File: config.mk
export PLATFORM = sky130hd
export DESIGN_NAME = rvh_ptw_req_ctrl
export DESIGN_NICKNAME = d
export VERILOG_FILES = /design/src/rtl/rvh_ptw_req_ctrl.sv
export SDC_FILE = /design/constraint.sdc
export NUM_CORES = 1
export LEC_CHECK = 0
export ABC_AREA = 1
export CAP_MARGIN = 20
export CORE_AREA = 10 10 112 114
export CTS_CLUSTER_SIZE = 40
export DETAILED_ROUTE_END_ITERATION = 8
export DIE_AREA = 0 0 122 124
export GPL_TIMING_DRIVEN = 0
export PLACE_DENSITY_LB_ADDON = 0.2
export SLEW_MARGIN = 30
export SYNTH_ARGS = -nofsm -noshare
export SYNTH_HDL_FRONTEND = slang
export SYNTH_SLANG_ARGS = --single-unit
File: constraint.sdc
create_clock -name clk -period 2.1 [get_ports clk]
set_input_delay 0.63 -clock clk [delete_from_list [all_inputs] [get_ports clk]]
set_output_delay 0.63 -clock clk [all_outputs]
set_load 0.005 [all_outputs]
File: src/rtl/rvh_ptw_req_ctrl.sv
// rvh_ptw_req_ctrl
//   Front end of the page-table walker. It arbitrates DTLB and ITLB miss
//   requests, keeps a single walk outstanding, forwards that walk to the
//   PTW and routes the walk result back to the TLB that asked for it.
//   flush_i cancels the outstanding walk. A response that is already in
//   flight is absorbed silently.
//
// Ports
//   clk, rstn                      clock, asynchronous active-low reset
//   dtlb/itlb_miss_req_vld_i/vpn_i miss requests from the TLBs
//   dtlb/itlb_miss_req_rdy_o       request accepted (combinational in IDLE)
//   ptw_walk_req_vld/vpn/id_o      walk request to the PTW (id 1 = DTLB)
//   ptw_walk_req_rdy_i             PTW accepts the walk request
//   ptw_walk_resp_vld/pte/excp_i   walk result from the PTW
//   dtlb/itlb_miss_resp_vld_o      one-cycle refill strobe per TLB
//   miss_resp_pte_o/excp_o         shared refill payload (held between walks)
//   flush_i                        cancel the outstanding walk
module rvh_ptw_req_ctrl #(
    parameter int DTLB_PRIOR = 1,
    parameter int VPN_W      = 27,
    parameter int PTE_W      = 64
) (
    input  logic             clk,
    input  logic             rstn,
    input  logic             dtlb_miss_req_vld_i,
    input  logic [VPN_W-1:0] dtlb_miss_req_vpn_i,
    output logic             dtlb_miss_req_rdy_o,
    input  logic             itlb_miss_req_vld_i,
    input  logic [VPN_W-1:0] itlb_miss_req_vpn_i,
    output logic             itlb_miss_req_rdy_o,
    output logic             ptw_walk_req_vld_o,
    output logic [VPN_W-1:0] ptw_walk_req_vpn_o,
    output logic             ptw_walk_req_id_o,
    input  logic             ptw_walk_req_rdy_i,
    input  logic             ptw_walk_resp_vld_i,
    input  logic [PTE_W-1:0] ptw_walk_resp_pte_i,
    input  logic             ptw_walk_resp_excp_i,
    output logic             dtlb_miss_resp_vld_o,
    output logic             itlb_miss_resp_vld_o,
    output logic [PTE_W-1:0] miss_resp_pte_o,
    output logic             miss_resp_excp_o,
    input  logic             flush_i
);

    typedef enum logic [1:0] {
        S_IDLE = 2'd0,
        S_REQ  = 2'd1,
        S_WAIT = 2'd2,
        S_RESP = 2'd3
    } state_e;

    state_e             state_q, state_d;
    logic [VPN_W-1:0]   vpn_q,   vpn_d;
    logic               id_q,    id_d;
    logic [PTE_W-1:0]   pte_q,   pte_d;
    logic               excp_q,  excp_d;
    logic               drop_q,  drop_d;

    always_ff @(posedge clk or negedge rstn) begin
        if (!rstn) begin
            state_q <= S_IDLE;
            vpn_q   <= '0;
            id_q    <= 1'b0;
            pte_q   <= '0;
            excp_q  <= 1'b0;
            drop_q  <= 1'b0;
        end else begin
            state_q <= state_d;
            vpn_q   <= vpn_d;
            id_q    <= id_d;
            pte_q   <= pte_d;
            excp_q  <= excp_d;
            drop_q  <= drop_d;
        end
    end

    always_comb begin
        state_d             = state_q;
        vpn_d               = vpn_q;
        id_d                = id_q;
        pte_d               = pte_q;
        excp_d              = excp_q;
        drop_d              = drop_q;
        dtlb_miss_req_rdy_o = 1'b0;
        itlb_miss_req_rdy_o = 1'b0;

        unique case (state_q)
            S_IDLE: begin
                if (!flush_i) begin
                    if (DTLB_PRIOR != 0) begin
                        dtlb_miss_req_rdy_o = dtlb_miss_req_vld_i;
                        itlb_miss_req_rdy_o = itlb_miss_req_vld_i & ~dtlb_miss_req_vld_i;
                    end else begin
                        itlb_miss_req_rdy_o = itlb_miss_req_vld_i;
                        dtlb_miss_req_rdy_o = dtlb_miss_req_vld_i & ~itlb_miss_req_vld_i;
                    end
                end
                // rdy already implies the matching vld, so it alone is the grant.
                if (dtlb_miss_req_rdy_o) begin
                    vpn_d   = dtlb_miss_req_vpn_i;
                    id_d    = 1'b1;
                    state_d = S_REQ;
                end else if (itlb_miss_req_rdy_o) begin
                    vpn_d   = itlb_miss_req_vpn_i;
                    id_d    = 1'b0;
                    state_d = S_REQ;
                end
            end
            S_REQ: begin
                // A handshake in the flush cycle means the PTW already owns
                // the walk: follow it to WAIT and discard its result.
                if (ptw_walk_req_rdy_i) begin
                    state_d = S_WAIT;
                    drop_d  = flush_i;
                end else if (flush_i) begin
                    state_d = S_IDLE;
                end
            end
            S_WAIT: begin
                if (ptw_walk_resp_vld_i) begin
                    if (drop_q || flush_i) begin
                        state_d = S_IDLE;
                        drop_d  = 1'b0;
                    end else begin
                        pte_d   = ptw_walk_resp_pte_i;
                        excp_d  = ptw_walk_resp_excp_i;
                        state_d = S_RESP;
                    end
                end else if (flush_i) begin
                    drop_d = 1'b1;
                end
            end
            S_RESP: begin
                state_d = S_IDLE;
            end
            default: begin
                state_d = S_IDLE;
            end
        endcase
    end

    assign ptw_walk_req_vld_o   = (state_q == S_REQ);
    assign ptw_walk_req_vpn_o   = vpn_q;
    assign ptw_walk_req_id_o    = id_q;
    assign dtlb_miss_resp_vld_o = (state_q == S_RESP) & ~flush_i &  id_q;
    assign itlb_miss_resp_vld_o = (state_q == S_RESP) & ~flush_i & ~id_q;
    assign miss_resp_pte_o      = pte_q;
    assign miss_resp_excp_o     = excp_q;

endmodule

==> results.py <==
metrics = {
    "setup_path": {
        "path_class": "primary input to output pin",
        "rr_startpoint": "state_q[0]$_DFFE_PN0P_",
        "cp_slowest_cell": "clkdlybuf4s15_2",
        "cp-startpoint": "flush_i",
        "worst_ep_required_time_ps": 1470,
        "critPathLaunchType": "primary input",
        "worstPathMaxFanout": 10,
        "end_kind": "output pin",
        "ff2ff_path_depth": 7,
        "critical_path_arrival_ps": 1430,
        "slowest_delay_ps": 220,
        "crit_chain": "buf_2 -> inv_4 -> nand2_2 -> buf_6 -> nor2_4 -> clkdlybuf4s15_2",
        "reg2reg_to": "miss_resp_pte_o[12]$_DFFE_PN0P_",
        "reg2reg_slack_ps": 630,
    },
    "power_and_ir_drop": {
        "finalPower_w": 0.00827,
        "p_leak_nw": 3.54,
        "ir_worst_vdd_uv": 523,
        "power.density_mw_per_mm2": 1170,
    },
    "logic_synthesis": {
        "synthFlopType": "dfrtp_1",
        "yosys_warnings": 0,
        "ys_ff_latch": 96,
        "synth_xor_area_share_pct": 0,
        "synthMuxAreaShare_pct": 0,
        "ys_seq_area_share_pct": 55.9,
        "synth_compound_area_share_pct": 8.58,
        "yosys-top-cells-count": "nand2_1 (215), dfrtp_1 (96), inv_1 (70)",
        "synth_most_common_cell": "nand2_1",
        "synthDistinctLibCells": 22,
        "synth_area_leaders": "dfrtp_1 (56%), nand2_1 (19%), o21ai_1 (6.9%)",
        "syn_nets": 650,
        "syn_inst": 524,
        "synth_area_mm2": 0.00430,
        "yosys.area_share.simple_pct": 24.4,
        "synth_top_area_cell": "dfrtp_1",
        "async_flop_share_pct": 100,
        "synth-adder-area-share_pct": 0,
        "synth-edff-count": 0,
        "synth_top_area_share_pct": 55.9,
        "avgSynthCellArea_um2": 8.21,
        "synth_top_family_by_area": "simple AND/OR/NAND/NOR gates",
    },
    "cts": {
        "worstSkewPairLatency_ps": 350,
        "root_buffer": "clkbuf_8",
        "cts_hold_buf": 0,
        "clock_path_buffers": 2,
        "cts_made_buffers": 9,
        "cts_sinks": 96,
        "cts_max_level": 3,
        "cts_tree": "done",
        "clk_pin_slew_ps": 90,
    },
    "floorplanning": {
        "die_w_um": 122,
        "die_h_um": 124,
        "die_area_mm2": 0.0151,
        "initial_utilization_pct": 42.0,
        "num_rows": 37,
        "core_mm2": 0.0102,
        "io_pins": 224,
    },
    "drt": {
        "vias_per_cell": 4.58,
        "drt_wl_total_um": 13900,
        "dr.pass1.iters": 4,
        "wl_per_cell_um": 15.4,
        "first_iter_violations": 214,
        "drtAntennaViolNets": 0,
        "drc": 0,
        "vias": 4142,
    },
    "final_layout": {
        "final_cells": 904,
        "layout-drive-gt1-share_pct": 9.24,
        "utilization_pct": 68.8,
        "nNetsFinal": 889,
        "area_growth_pct": 63.7,
        "diodes": 0,
    },
    "global_route": {
        "grt_pass1_wl_um": 21700,
        "grt_antenna_before_repair": 0,
        "grt_usage_pct": 17.9,
        "overflow": 0,
        "grt_max_degree": 52,
        "grt_pass1_vias": 4278,
    },
    "place": {
        "hpwl_um": 11200,
        "io_buffers": 223,
        "dp_cells": 884,
        "place_congestion": 0.831,
    },
    "sta": {
        "finalHoldViolations": 0,
        "period_share_pct": 98.1,
        "maxSlewViolCount": 0,
        "min_period_ps": 2060,
        "max_freq_mhz": 485,
        "hold_slack_ps": 201,
        "setup_viol_count_final": 0,
        "relSlewSlack_pct": 65.7,
        "rsz0062_at_grt": "no",
        "tightestPinTransition_ps": 515,
        "finClkSkew_ps": 8.84,
    },
    "outcome": {
        "outcome": "completed",
    },
    "hold_path": {
        "hp-class": "primary input to asynchronous set/reset pin",
    },
    "run": {
        "maxCapViolations": 0,
    },
}
worst max-delay path, delay by kind of cell:
kind | cells | cell delay [ps]
buffers and inverters | 4 | 610
and+or+nand+nor | 2 | 200
what timing repair did:
action | CTS | global route
resized for setup | 31 | 10
endpoints found under the setup margin | 5 | 4
buffers inserted | 6 | 0
pin swaps | 2 | 2
placed cells by master, fill, tap and decap left out, drive strengths merged:
master | synthesis | layout
dlygate4sd2 | 0 | 1
nor2 | 9 | 9
clkbuf | 7 | 22
buf | 21 | 29
o21ai | 65 | 65
nand3 | 32 | 32
nand2 | 215 | 215
o21bai | 1 | 1
dfrtp | 96 | 96
clkdlybuf4s50 | 0 | 214
clkdlybuf4s15 | 0 | 1
a21oi | 2 | 2
nor3 | 1 | 1
inv | 72 | 73
dlymetal6s2s | 0 | 1
and2 | 1 | 1
bufinv | 0 | 2
clkinv | 0 | 1
nand4 | 2 | 2
cell families (layout without fill, tap and decap cells):
logic type             Yosys count  after routing
AO/OA/AOI/OAI                   68             68
flip-flops                      96             96
AND/OR/NAND/NOR                260            260
buffers and inverters          100            344
through the flow:
stage	area, µm²	setup slack, ps	setup TNS, ps
5_1_grt	7040	3.19	0
3_3_place_gp	6700	-3110	-304380
6_report	7040	39.9	0
2_1_floorplan	4300	217	0
4_1_cts	7040	11.4	0
3_5_place_dp	6730	-1040	-8460
registers in the layout (all words and copies together) (netlist names):
register / flops
state_q: 2
miss_resp_excp_o: 1
drop_q: 1
ptw_walk_req_vpn_o: 27
miss_resp_pte_o: 64
ptw_walk_req_id_o: 1
metal layers:
layer / part of all wire (%) / vias to the layer above / global-route usage [%]
met4: 0.82 / 0 / 4.69
li1: - / 2074 / -
met5: 0 / - / 0
met1: 39 / 1898 / 19.7
met2: 48 / 160 / 30.9
met3: 12 / 10 / 8.19
area by class of cell:
cell class | instances | area, µm²
well taps | 136 | 170
flip-flops and latches | 96 | 2400
clock inverters | 4 | 73.8
repair buffers | 230 | 2280
plain buffers | 26 | 230
clock buffers | 12 | 165
inverters | 72 | 273
fillers | 830 | 3190
multi-input cells | 328 | 1440
report_power, final:
part | leakage (nW) | total, W | internal [W] | switching, W
clock network | 0.123 | 0.00139 | 0.000771 | 0.000617
registers | 1.23 | 0.00320 | 0.00271 | 0.000490
logic | 2.19 | 0.00368 | 0.00221 | 0.00147
how the worst max path moves through the flow:
stage	slack, ps	end
after global routing	3	dtlb_miss_req_rdy_o
after CTS	10	dtlb_miss_req_rdy_o
after detailed placement	-1040	itlb_miss_resp_vld_o
final	40	dtlb_miss_req_rdy_o
after floorplan	220	dtlb_miss_resp_vld_o
after global placement	-3110	ptw_walk_req_vpn_o[13]$_DFFE_PN0P_
Note: power is estimated with default switching activity, not from simulation.
